==> src/rtl/mips_multicycle_ctrl.sv <==
// Main control FSM for the multi-cycle MIPS core: decodes op/funct, sequences
// datapath strobes per instruction, stalls on memory, traps on bad encodings.
module mips_multicycle_ctrl #(
  parameter int OP_WIDTH       = 6,
  parameter int FUNCT_WIDTH    = 6,
  parameter int ALU_CTRL_WIDTH = 4,
  parameter int CNT_WIDTH      = 32
) (
  input  logic                      clk,
  input  logic                      rst_n,
  input  logic [OP_WIDTH-1:0]       op_i,
  input  logic [FUNCT_WIDTH-1:0]    funct_i,
  input  logic                      mem_ready_i,
  output logic                      pc_write_o,
  output logic                      pc_write_cond_o,
  output logic [1:0]                pc_src_o,
  output logic                      i_or_d_o,
  output logic                      mem_read_o,
  output logic                      mem_write_o,
  output logic                      ir_write_o,
  output logic                      reg_dst_o,
  output logic                      mem_to_reg_o,
  output logic                      reg_write_o,
  output logic                      alu_src_a_o,
  output logic [1:0]                alu_src_b_o,
  output logic [ALU_CTRL_WIDTH-1:0] alu_ctrl_o,
  output logic                      illegal_o,
  output logic [CNT_WIDTH-1:0]      retired_o
);

  localparam logic [OP_WIDTH-1:0] OP_R    = OP_WIDTH'(6'b000000);
  localparam logic [OP_WIDTH-1:0] OP_LW   = OP_WIDTH'(6'b100011);
  localparam logic [OP_WIDTH-1:0] OP_SW   = OP_WIDTH'(6'b101011);
  localparam logic [OP_WIDTH-1:0] OP_BEQ  = OP_WIDTH'(6'b000100);
  localparam logic [OP_WIDTH-1:0] OP_ADDI = OP_WIDTH'(6'b001000);
  localparam logic [OP_WIDTH-1:0] OP_J    = OP_WIDTH'(6'b000010);

  localparam logic [FUNCT_WIDTH-1:0] FN_ADD = FUNCT_WIDTH'(6'b100000);
  localparam logic [FUNCT_WIDTH-1:0] FN_SUB = FUNCT_WIDTH'(6'b100010);
  localparam logic [FUNCT_WIDTH-1:0] FN_AND = FUNCT_WIDTH'(6'b100100);
  localparam logic [FUNCT_WIDTH-1:0] FN_OR  = FUNCT_WIDTH'(6'b100101);
  localparam logic [FUNCT_WIDTH-1:0] FN_SLT = FUNCT_WIDTH'(6'b101010);

  localparam logic [ALU_CTRL_WIDTH-1:0] ALU_ADD = ALU_CTRL_WIDTH'(0);
  localparam logic [ALU_CTRL_WIDTH-1:0] ALU_SUB = ALU_CTRL_WIDTH'(1);
  localparam logic [ALU_CTRL_WIDTH-1:0] ALU_AND = ALU_CTRL_WIDTH'(2);
  localparam logic [ALU_CTRL_WIDTH-1:0] ALU_OR  = ALU_CTRL_WIDTH'(3);
  localparam logic [ALU_CTRL_WIDTH-1:0] ALU_SLT = ALU_CTRL_WIDTH'(4);

  typedef enum logic [3:0] {
    S_FETCH, S_DECODE, S_MEM_ADDR, S_MEM_READ, S_MEM_WB, S_MEM_WRITE,
    S_EXEC, S_ALU_WB, S_ADDI_EXEC, S_ADDI_WB, S_BRANCH, S_JUMP, S_TRAP
  } state_e;

  state_e                 state_q;
  logic                   is_lw_q;
  logic [CNT_WIDTH-1:0]   retired_q;
  logic                   funct_legal;
  logic                   retire;

  assign funct_legal = (funct_i == FN_ADD) || (funct_i == FN_SUB) || (funct_i == FN_AND) ||
                       (funct_i == FN_OR)  || (funct_i == FN_SLT);

  assign retire = (state_q == S_MEM_WB) || (state_q == S_ALU_WB) || (state_q == S_ADDI_WB) ||
                  (state_q == S_BRANCH) || (state_q == S_JUMP) ||
                  ((state_q == S_MEM_WRITE) && mem_ready_i);

  always_ff @(posedge clk or negedge rst_n) begin
    if (!rst_n) begin
      state_q   <= S_FETCH;
      is_lw_q   <= 1'b0;
      retired_q <= '0;
    end else begin
      case (state_q)
        S_FETCH:     if (mem_ready_i) state_q <= S_DECODE;
        S_DECODE: begin
          // Remember LW vs SW here; op_i is not guaranteed valid after DECODE.
          is_lw_q <= (op_i == OP_LW);
          if ((op_i == OP_LW) || (op_i == OP_SW)) state_q <= S_MEM_ADDR;
          else if (op_i == OP_R)                  state_q <= funct_legal ? S_EXEC : S_TRAP;
          else if (op_i == OP_BEQ)                state_q <= S_BRANCH;
          else if (op_i == OP_J)                  state_q <= S_JUMP;
          else if (op_i == OP_ADDI)               state_q <= S_ADDI_EXEC;
          else                                    state_q <= S_TRAP;
        end
        S_MEM_ADDR:  state_q <= is_lw_q ? S_MEM_READ : S_MEM_WRITE;
        S_MEM_READ:  if (mem_ready_i) state_q <= S_MEM_WB;
        S_MEM_WRITE: if (mem_ready_i) state_q <= S_FETCH;
        S_EXEC:      state_q <= S_ALU_WB;
        S_ADDI_EXEC: state_q <= S_ADDI_WB;
        S_TRAP:      state_q <= S_TRAP;
        default:     state_q <= S_FETCH;
      endcase
      if (retire) retired_q <= retired_q + 1'b1;
    end
  end

  // Strobes decode from the registered state and are held low while rst_n is low.
  always_comb begin
    pc_write_o      = 1'b0;
    pc_write_cond_o = 1'b0;
    pc_src_o        = 2'd0;
    i_or_d_o        = 1'b0;
    mem_read_o      = 1'b0;
    mem_write_o     = 1'b0;
    ir_write_o      = 1'b0;
    reg_dst_o       = 1'b0;
    mem_to_reg_o    = 1'b0;
    reg_write_o     = 1'b0;
    alu_src_a_o     = 1'b0;
    alu_src_b_o     = 2'd0;
    alu_ctrl_o      = ALU_ADD;
    if (rst_n) begin
      case (state_q)
        S_FETCH: begin
          mem_read_o  = 1'b1;
          alu_src_b_o = 2'd1;
          ir_write_o  = mem_ready_i;
          pc_write_o  = mem_ready_i;
        end
        S_DECODE:    alu_src_b_o = 2'd3;
        S_MEM_ADDR: begin
          alu_src_a_o = 1'b1;
          alu_src_b_o = 2'd2;
        end
        S_MEM_READ: begin
          mem_read_o = 1'b1;
          i_or_d_o   = 1'b1;
        end
        S_MEM_WB: begin
          reg_write_o  = 1'b1;
          mem_to_reg_o = 1'b1;
        end
        S_MEM_WRITE: begin
          mem_write_o = 1'b1;
          i_or_d_o    = 1'b1;
        end
        S_EXEC: begin
          alu_src_a_o = 1'b1;
          case (funct_i)
            FN_SUB:  alu_ctrl_o = ALU_SUB;
            FN_AND:  alu_ctrl_o = ALU_AND;
            FN_OR:   alu_ctrl_o = ALU_OR;
            FN_SLT:  alu_ctrl_o = ALU_SLT;
            default: alu_ctrl_o = ALU_ADD;
          endcase
        end
        S_ALU_WB: begin
          reg_write_o = 1'b1;
          reg_dst_o   = 1'b1;
        end
        S_ADDI_EXEC: begin
          alu_src_a_o = 1'b1;
          alu_src_b_o = 2'd2;
        end
        S_ADDI_WB:   reg_write_o = 1'b1;
        S_BRANCH: begin
          alu_src_a_o     = 1'b1;
          alu_ctrl_o      = ALU_SUB;
          pc_write_cond_o = 1'b1;
          pc_src_o        = 2'd1;
        end
        S_JUMP: begin
          pc_write_o = 1'b1;
          pc_src_o   = 2'd2;
        end
        default: ;
      endcase
    end
  end

  assign illegal_o = (state_q == S_TRAP);
  assign retired_o = retired_q;

endmodule

==> config.mk <==
export PLATFORM = sky130hd
export DESIGN_NAME = mips_multicycle_ctrl
export DESIGN_NICKNAME = d
export VERILOG_FILES = /design/src/rtl/mips_multicycle_ctrl.sv
export SDC_FILE = /design/constraint.sdc
export NUM_CORES = 1
export LEC_CHECK = 0
export ABC_AREA = 1
export BUFFER_PORTS_ARGS = -buffer_cell sky130_fd_sc_hd__buf_4
export CAP_MARGIN = 5
export CORE_ASPECT_RATIO = 0.6
export CORE_MARGIN = 1.5
export CORE_UTILIZATION = 55
export DETAILED_ROUTE_END_ITERATION = 8
export PLACE_DENSITY = 0.81
export SYNTH_ARGS = -nofsm -noshare
export SYNTH_HDL_FRONTEND = slang
export SYNTH_SLANG_ARGS = --single-unit
==> constraint.sdc <==
create_clock -name clk -period 4.2 [get_ports clk]
set_input_delay 0.42 -clock clk [delete_from_list [all_inputs] [get_ports clk]]
set_output_delay 0.42 -clock clk [all_outputs]
set_load 0.05 [all_outputs]
==> results.yml, run 1 <==
power:
  p_total_w: 0.00146
  power_density_mw_per_mm2: 429
  vdd_drop_max_mv: 0.233
  p_leak_nw: 1.75
critical_path:
  critPathKind: "register to output pin"
  crit_chain: "inv_1 -> nor2_1 -> nand2_1 -> nand2_1 -> nand2_1 -> a31oi_1 -> buf_4"
  crit_path_end_kind: "output pin"
  critPathMostFrequentCell: "nand2_1"
  cp_data_arrival_time_ns: 1.90
  r2r_start: "retired_o[0]"
  crit_required_ns: 3.78
  crit_family: "simple AND/OR/NAND/NOR gates"
  cp-start-kind: "register"
  crit_fanout: 5
  worstPathBufferInverterCount: 2
  cp-startpoint: "state_q[1]"
  cpPeakStageDelay_ns: 0.43
  cpMaxStageDelayCell: "dfrtp_1"
routing:
  drt_iter0_markers: 277
  final_antenna_net_count: 0
  viasPerCell: 5.28
  wire_per_inst_um: 13.3
  drc: 0
  dr_total_vias: 3175
  routed_wl_mm: 8.02
  dr.pass1.iters: 5
sta:
  final-setup-viol-count: 0
  period_minus_slack_ns: 2.32
  setup_slack_ns: 1.88
  finalCritPeriodShare_pct: 55.2
  tightest_slew_ns: 0.532
  relSlewSlack_pct: 64.5
  slew_violations: 0
  finalSetupTns_ns: 0
  fin_worst_skew_ns: 0.00347
  rsz0062_at_grt: "no"
  fmax_mhz: 431
  hold_viol: 0
global_route:
  grt_pass1_vias: 2779
  antenna_found_initial: 0
  gr-total-overflow: 0
  grt_first_pass_wirelength_mm: 13.1
  grtUsageTotal_pct: 31.3
  grt_max_degree: 43
logic_synthesis:
  synth_cells: 474
  synth_cell_type_count: 25
  syn_nets: 490
  synth.cell_area_mm2: 0.00280
  yosysWarnings: 0
  ys_seq_area_share_pct: 33.1
  yosys_register_bits: 37
  synth_edf_count: 0
  async_flop_share_pct: 100
  avgSynthCellArea_um2: 5.90
  synth_top_flop_cell: "dfrtp_1"
cells_and_area:
  multi_input_area_mm2: 0.00160
  num_antenna_cells: 0
  area_delta_synth_final_pct: 21.8
  seqCellArea_um2: 926
  drive_above_1_share_pct: 15.8
  n_fill_cell: 428
  final_nets: 553
floorplan:
  start_util_pct: 59.1
  die_w_um: 95.0
  rows: 19
  die_y_um: 58.2
  core_area_mm2: 0.00473
  die-area_mm2: 0.00553
  pin_count: 66
placed_design:
  gp_congestion: 0.944
  port_buffers: 64
  place_ws_ns: 1.92
  place_hpwl_mm: 6.22
clock_network:
  cts_buffers: 5
  postCtsHoldBufs: 0
  cts_sinks: 37
  cts_tree: "yes"
  cts_buffer_depth: 2
  clock-root-buffer: "clkbuf_8"
  cts_setup_buffers: 0
  clock_latency_ns: 0.29
  clkTransAtPathRegs_ns: 0.08
  cts_resized: 0
  htreeDepth: 2
worst_hold_path:
  holdCritPathClass: "input pin to asynchronous set/reset pin"
status:
  outcome: "finished, final reports clean"
flow_run:
  maxCapViolCount: 0
-- path summary, 6_finish.rpt --
| check | end | slack, ns | cells past startpoint |
|---|---|---|---|
| min in group clk | is_lw_q | 0.45 | 4 |
| max in group asynchronous | retired_o[28] | 3.73 | 1 |
| min reg2reg | retired_o[31] | 0.55 | 2 |
| min | retired_o[3] | 0.11 | 1 |
| max reg2reg | retired_o[28] | 2.20 | 10 |
| max | alu_ctrl_o[0] | 1.88 | 7 |
-- routing by layer --
metal / vias up / GRT usage [%] / share of wire (%)
met5: - / 0 / 0
met4: 0 / 5.54 / 0.72
met3: 10 / 7.61 / 12
met2: 171 / 45.6 / 42
met1: 1411 / 47.5 / 46
li1: 1583 / - / -
-- power breakdown --
group	internal (W)	total, W	switching, W
Sequential	0.000395	0.000457	0.0000625
Combinational	0.000167	0.000671	0.000504
Clock	0.000193	0.000332	0.000138
Total	0.000755	0.00146	0.000705
-- sequential cells by signal, summed over array words and instances, names as in the netlist --
register	count
is_lw_q	1
state_q	4
retired_o	32
-- final cells by class --
cell class / count / area share, %
tap: 63 / 2.32
sequential: 37 / 27.2
inverter: 52 / 5.73
multi-input combinational: 377 / 47.1
timing repair buffer: 64 / 14.1
clock buffer: 6 / 2.43
clock inverter: 2 / 1.10
-- cell usage after synthesis (3+ instances only) --
cell     count  area, um^2
nor2_2       8        50.1
nand4_1      3        18.8
inv_1       48         180
o21ai_0     15        75.1
dfrtp_1     37         926
buf_6        4        45.0
nand3_1     37         185
inv_2        3        11.3
a21oi_1      7        35.0
nand2_1    208         781
xor2_1       8        70.1
nor2_1      80         300
-- cells by family after synthesis --
| logic type | after synthesis | synth area share [%] |
|---|---|---|
| adders and majority gates | 1 | 0.448 |
| AOI/OAI and AO/OA | 24 | 4.43 |
| other | 1 | 0.134 |
| xor gates and xnor gates | 9 | 2.82 |
| buffers and inverters | 60 | 9.49 |
| and+or+nand+nor | 342 | 49.6 |
| DFF | 37 | 33.1 |
-- metrics by stage --
| step | cell area [um^2] | cells | hold WS, ns | utilization, % |
|---|---|---|---|---|
| after floorplan | 2800 | 474 | 0.124 | - |
| after global placement | 3280 | 593 | 0.428 | 69.4 |
| after detailed placement | 3280 | 593 | 0.433 | 69.4 |
| after CTS | 3400 | 601 | 0.122 | 72.0 |
| after global routing | 3400 | 601 | 0.137 | 72.0 |
| final | 3400 | 601 | 0.105 | 72.0 |
-- cells in the final DEF, fill, tap and decap left out, drive strengths merged --
cell type	synthesis	final
a21oi	7	7
xor2	8	8
buf	8	64
nor3	1	1
clkinvlp	0	1
o21ai	15	15
nor3b	1	1
dfrtp	37	37
nand2	209	209
conb	1	1
nand4	3	3
a31oi	1	1
nor2	89	89
clkinv	1	1
nand3	37	37
clkbuf	0	6
inv	51	51
a22oi	1	1
ha	1	1
bufinv	0	1
nand3b	2	2
xnor2	1	1
No activity file was read; power rests on OpenSTA's default activity.
==> run 2: changes to the inputs <==
--- a/config.mk
+++ b/config.mk
@@ -10,9 +10,9 @@
 export CAP_MARGIN = 5
 export CORE_ASPECT_RATIO = 0.6
 export CORE_MARGIN = 1.5
-export CORE_UTILIZATION = 55
+export CORE_UTILIZATION = 49
 export DETAILED_ROUTE_END_ITERATION = 8
-export PLACE_DENSITY = 0.81
+export PLACE_DENSITY = 0.77
 export SYNTH_ARGS = -nofsm -noshare
 export SYNTH_HDL_FRONTEND = slang
 export SYNTH_SLANG_ARGS = --single-unit
==> constraint.sdc (replaced) <==
create_clock -name clk -period 1.9 [get_ports clk]
set_input_delay 0.19 -clock clk [delete_from_list [all_inputs] [get_ports clk]]
set_output_delay 0.19 -clock clk [all_outputs]
set_load 0.05 [all_outputs]
==> results.yml, run 2 (synthesized netlist as in run 1, its figures left out) <==
status:
  outcome: "finished, final reports clean"
critical_path:
  crit_family: "simple AND/OR/NAND/NOR gates"
  crit_path_end_kind: "output pin"
  crit_path_end: "alu_src_b_o[1]"
  critPathMostFrequentCell: "nand2_1"
  cp-start-kind: "register"
  cp_data_arrival_time_ns: 1.61
  r2r_setup_slack_ns: 0.18
  cp-startpoint: "state_q[0]"
  ff2ff_path_depth: 10
  r2r_start: "retired_o[0]"
  crit_cells: 7
  crit_fanout: 5
  worstPathBufferInverterCount: 2
  cpPeakStageDelay_ns: 0.44
  crit_required_ns: 1.71
  cpMaxStageDelayCell: "dfrtp_2"
  rr_endpoint: "retired_o[28]"
  crit_chain: "inv_1 -> nor2_4 -> nand2_1 -> a21oi_2 -> nand2_1 -> nand2_1 -> buf_6"
  critPathKind: "register to output pin"
clock_network:
  cts_sinks: 37
  clock-root-buffer: "clkbuf_8"
  cts_buffer_depth: 2
  cts_buffers: 5
  cts_tree: "yes"
  htreeDepth: 2
  clkTransAtPathRegs_ns: 0.07
  clock_latency_ns: 0.29
cells_and_area:
  area_delta_synth_final_pct: 26.2
  layout_commonest_cell: "nand2_1"
  drive_above_1_share_pct: 19.4
  num_antenna_cells: 0
  n_fill_cell: 532
  final_nets: 562
  largest_reg_flops: 32
  final_cell_mix: "nand2_1, nor2_1, buf_4, inv_1, nand3_1"
  fin_area_mm2: 0.00353
floorplan:
  pin_count: 66
  core_area_mm2: 0.00554
  start_util_pct: 50.4
  rows: 21
  die_y_um: 61.5
  die_w_um: 101
  die-area_mm2: 0.00618
global_route:
  grt_max_degree: 24
  use_met1_pct: 43.2
  grt_first_pass_wirelength_mm: 12.7
  grtUsageTotal_pct: 27.0
  grt_pass1_vias: 2623
  busiest_layer: "met1"
  use_met3_pct: 6.02
  use_met2_pct: 36.4
  gr-total-overflow: 0
  antenna_found_initial: 0
sta:
  fin_worst_skew_ns: 0.00437
  period_minus_slack_ns: 1.80
  setup_slack_ns: 0.101
  final-setup-viol-count: 0
  fmax_mhz: 556
  finalSetupTns_ns: 0
  slew_violations: 0
  hold_viol: 0
  finalCritPeriodShare_pct: 94.7
routing:
  drt_iter0_markers: 349
  drc: 0
  wire_per_inst_um: 13.2
  routed_wl_mm: 8.25
  viasPerCell: 5.05
  dr_total_vias: 3168
  final_antenna_net_count: 0
  dr.pass1.iters: 5
placed_design:
  postPlaceCellArea_mm2: 0.00337
  gp_congestion: 0.940
  place_hpwl_mm: 6.58
  port_buffers: 64
  place_ws_ns: 0.229
power:
  power_density_mw_per_mm2: 919
  p_leak_nw: 1.78
  vdd_drop_max_mv: 0.531
worst_hold_path:
  holdCritPathClass: "input pin to register"
flow_run:
  maxCapViolCount: 0
[run 2: how the worst min path moves through the flow]
stage | from | end | slack, ns | cells after the start
after global placement | rst_n | retired_o[8] | 0.21 | 2
after floorplan | rst_n | is_lw_q | -0.11 | 0
after detailed placement | rst_n | retired_o[5] | 0.22 | 2
final | op_i[3] | is_lw_q | 0.25 | 4
after global routing | mem_ready_i | state_q[2] | 0.26 | 4
after CTS | mem_ready_i | state_q[2] | 0.24 | 4
[run 2: per-layer routing]
layer	vias to the layer above	routed length [um]
met1	1436	4170
met5	-	0
li1	1596	-
met2	128	3260
met4	0	36
met3	8	786
[run 2: area by class of cell]
class / count / area (um^2) / share of cell area, %
well taps: 80 / 100 / 2.84
flip-flops and latches: 37 / 932 / 26.4
inverters: 52 / 199 / 5.64
repair buffers: 73 / 554 / 15.7
clock buffers: 8 / 90.1 / 2.55
multi-input cells: 377 / 1650 / 46.8
[run 2: where the power goes]
part	switching, W	internal [W]	leakage, nW	total [W]
clock	0.000273	0.000296	0.0455	0.000569
combinational	0.00117	0.000464	1.24	0.00163
sequential	0.000160	0.000882	0.499	0.00104
[run 2: per-stage QoR]
stage                     hold slack, ns  power, W  utilization, %  instances
after CTS                          0.236   0.00316            62.7        626
after floorplan                   -0.106   0.00219               -        474
after detailed placement           0.216   0.00258            60.8        617
final                              0.246   0.00324            63.6        627
after global placement             0.212   0.00256            60.8        617
after global routing               0.260   0.00341            63.6        627
[run 2: timing repair]
action                     CTS  global route
hold buffers                 1             0
hold endpoints to repair    37             0
setup endpoints to repair    3             4
pin swaps                    0             1
resized for setup            2            15
buffers inserted             0             1
[run 2: worst register-to-register path: stages (launching register included)]
cell	delay, ns
dfrtp_2	0.44
ha_1	0.27
inv_1	0.07
nor2_2	0.26
inv_1	0.09
nor2_2	0.21
nand2_1	0.08
nand2_1	0.06
nand2_1	0.05
nand2_1	0.05
nand2_1	0.04
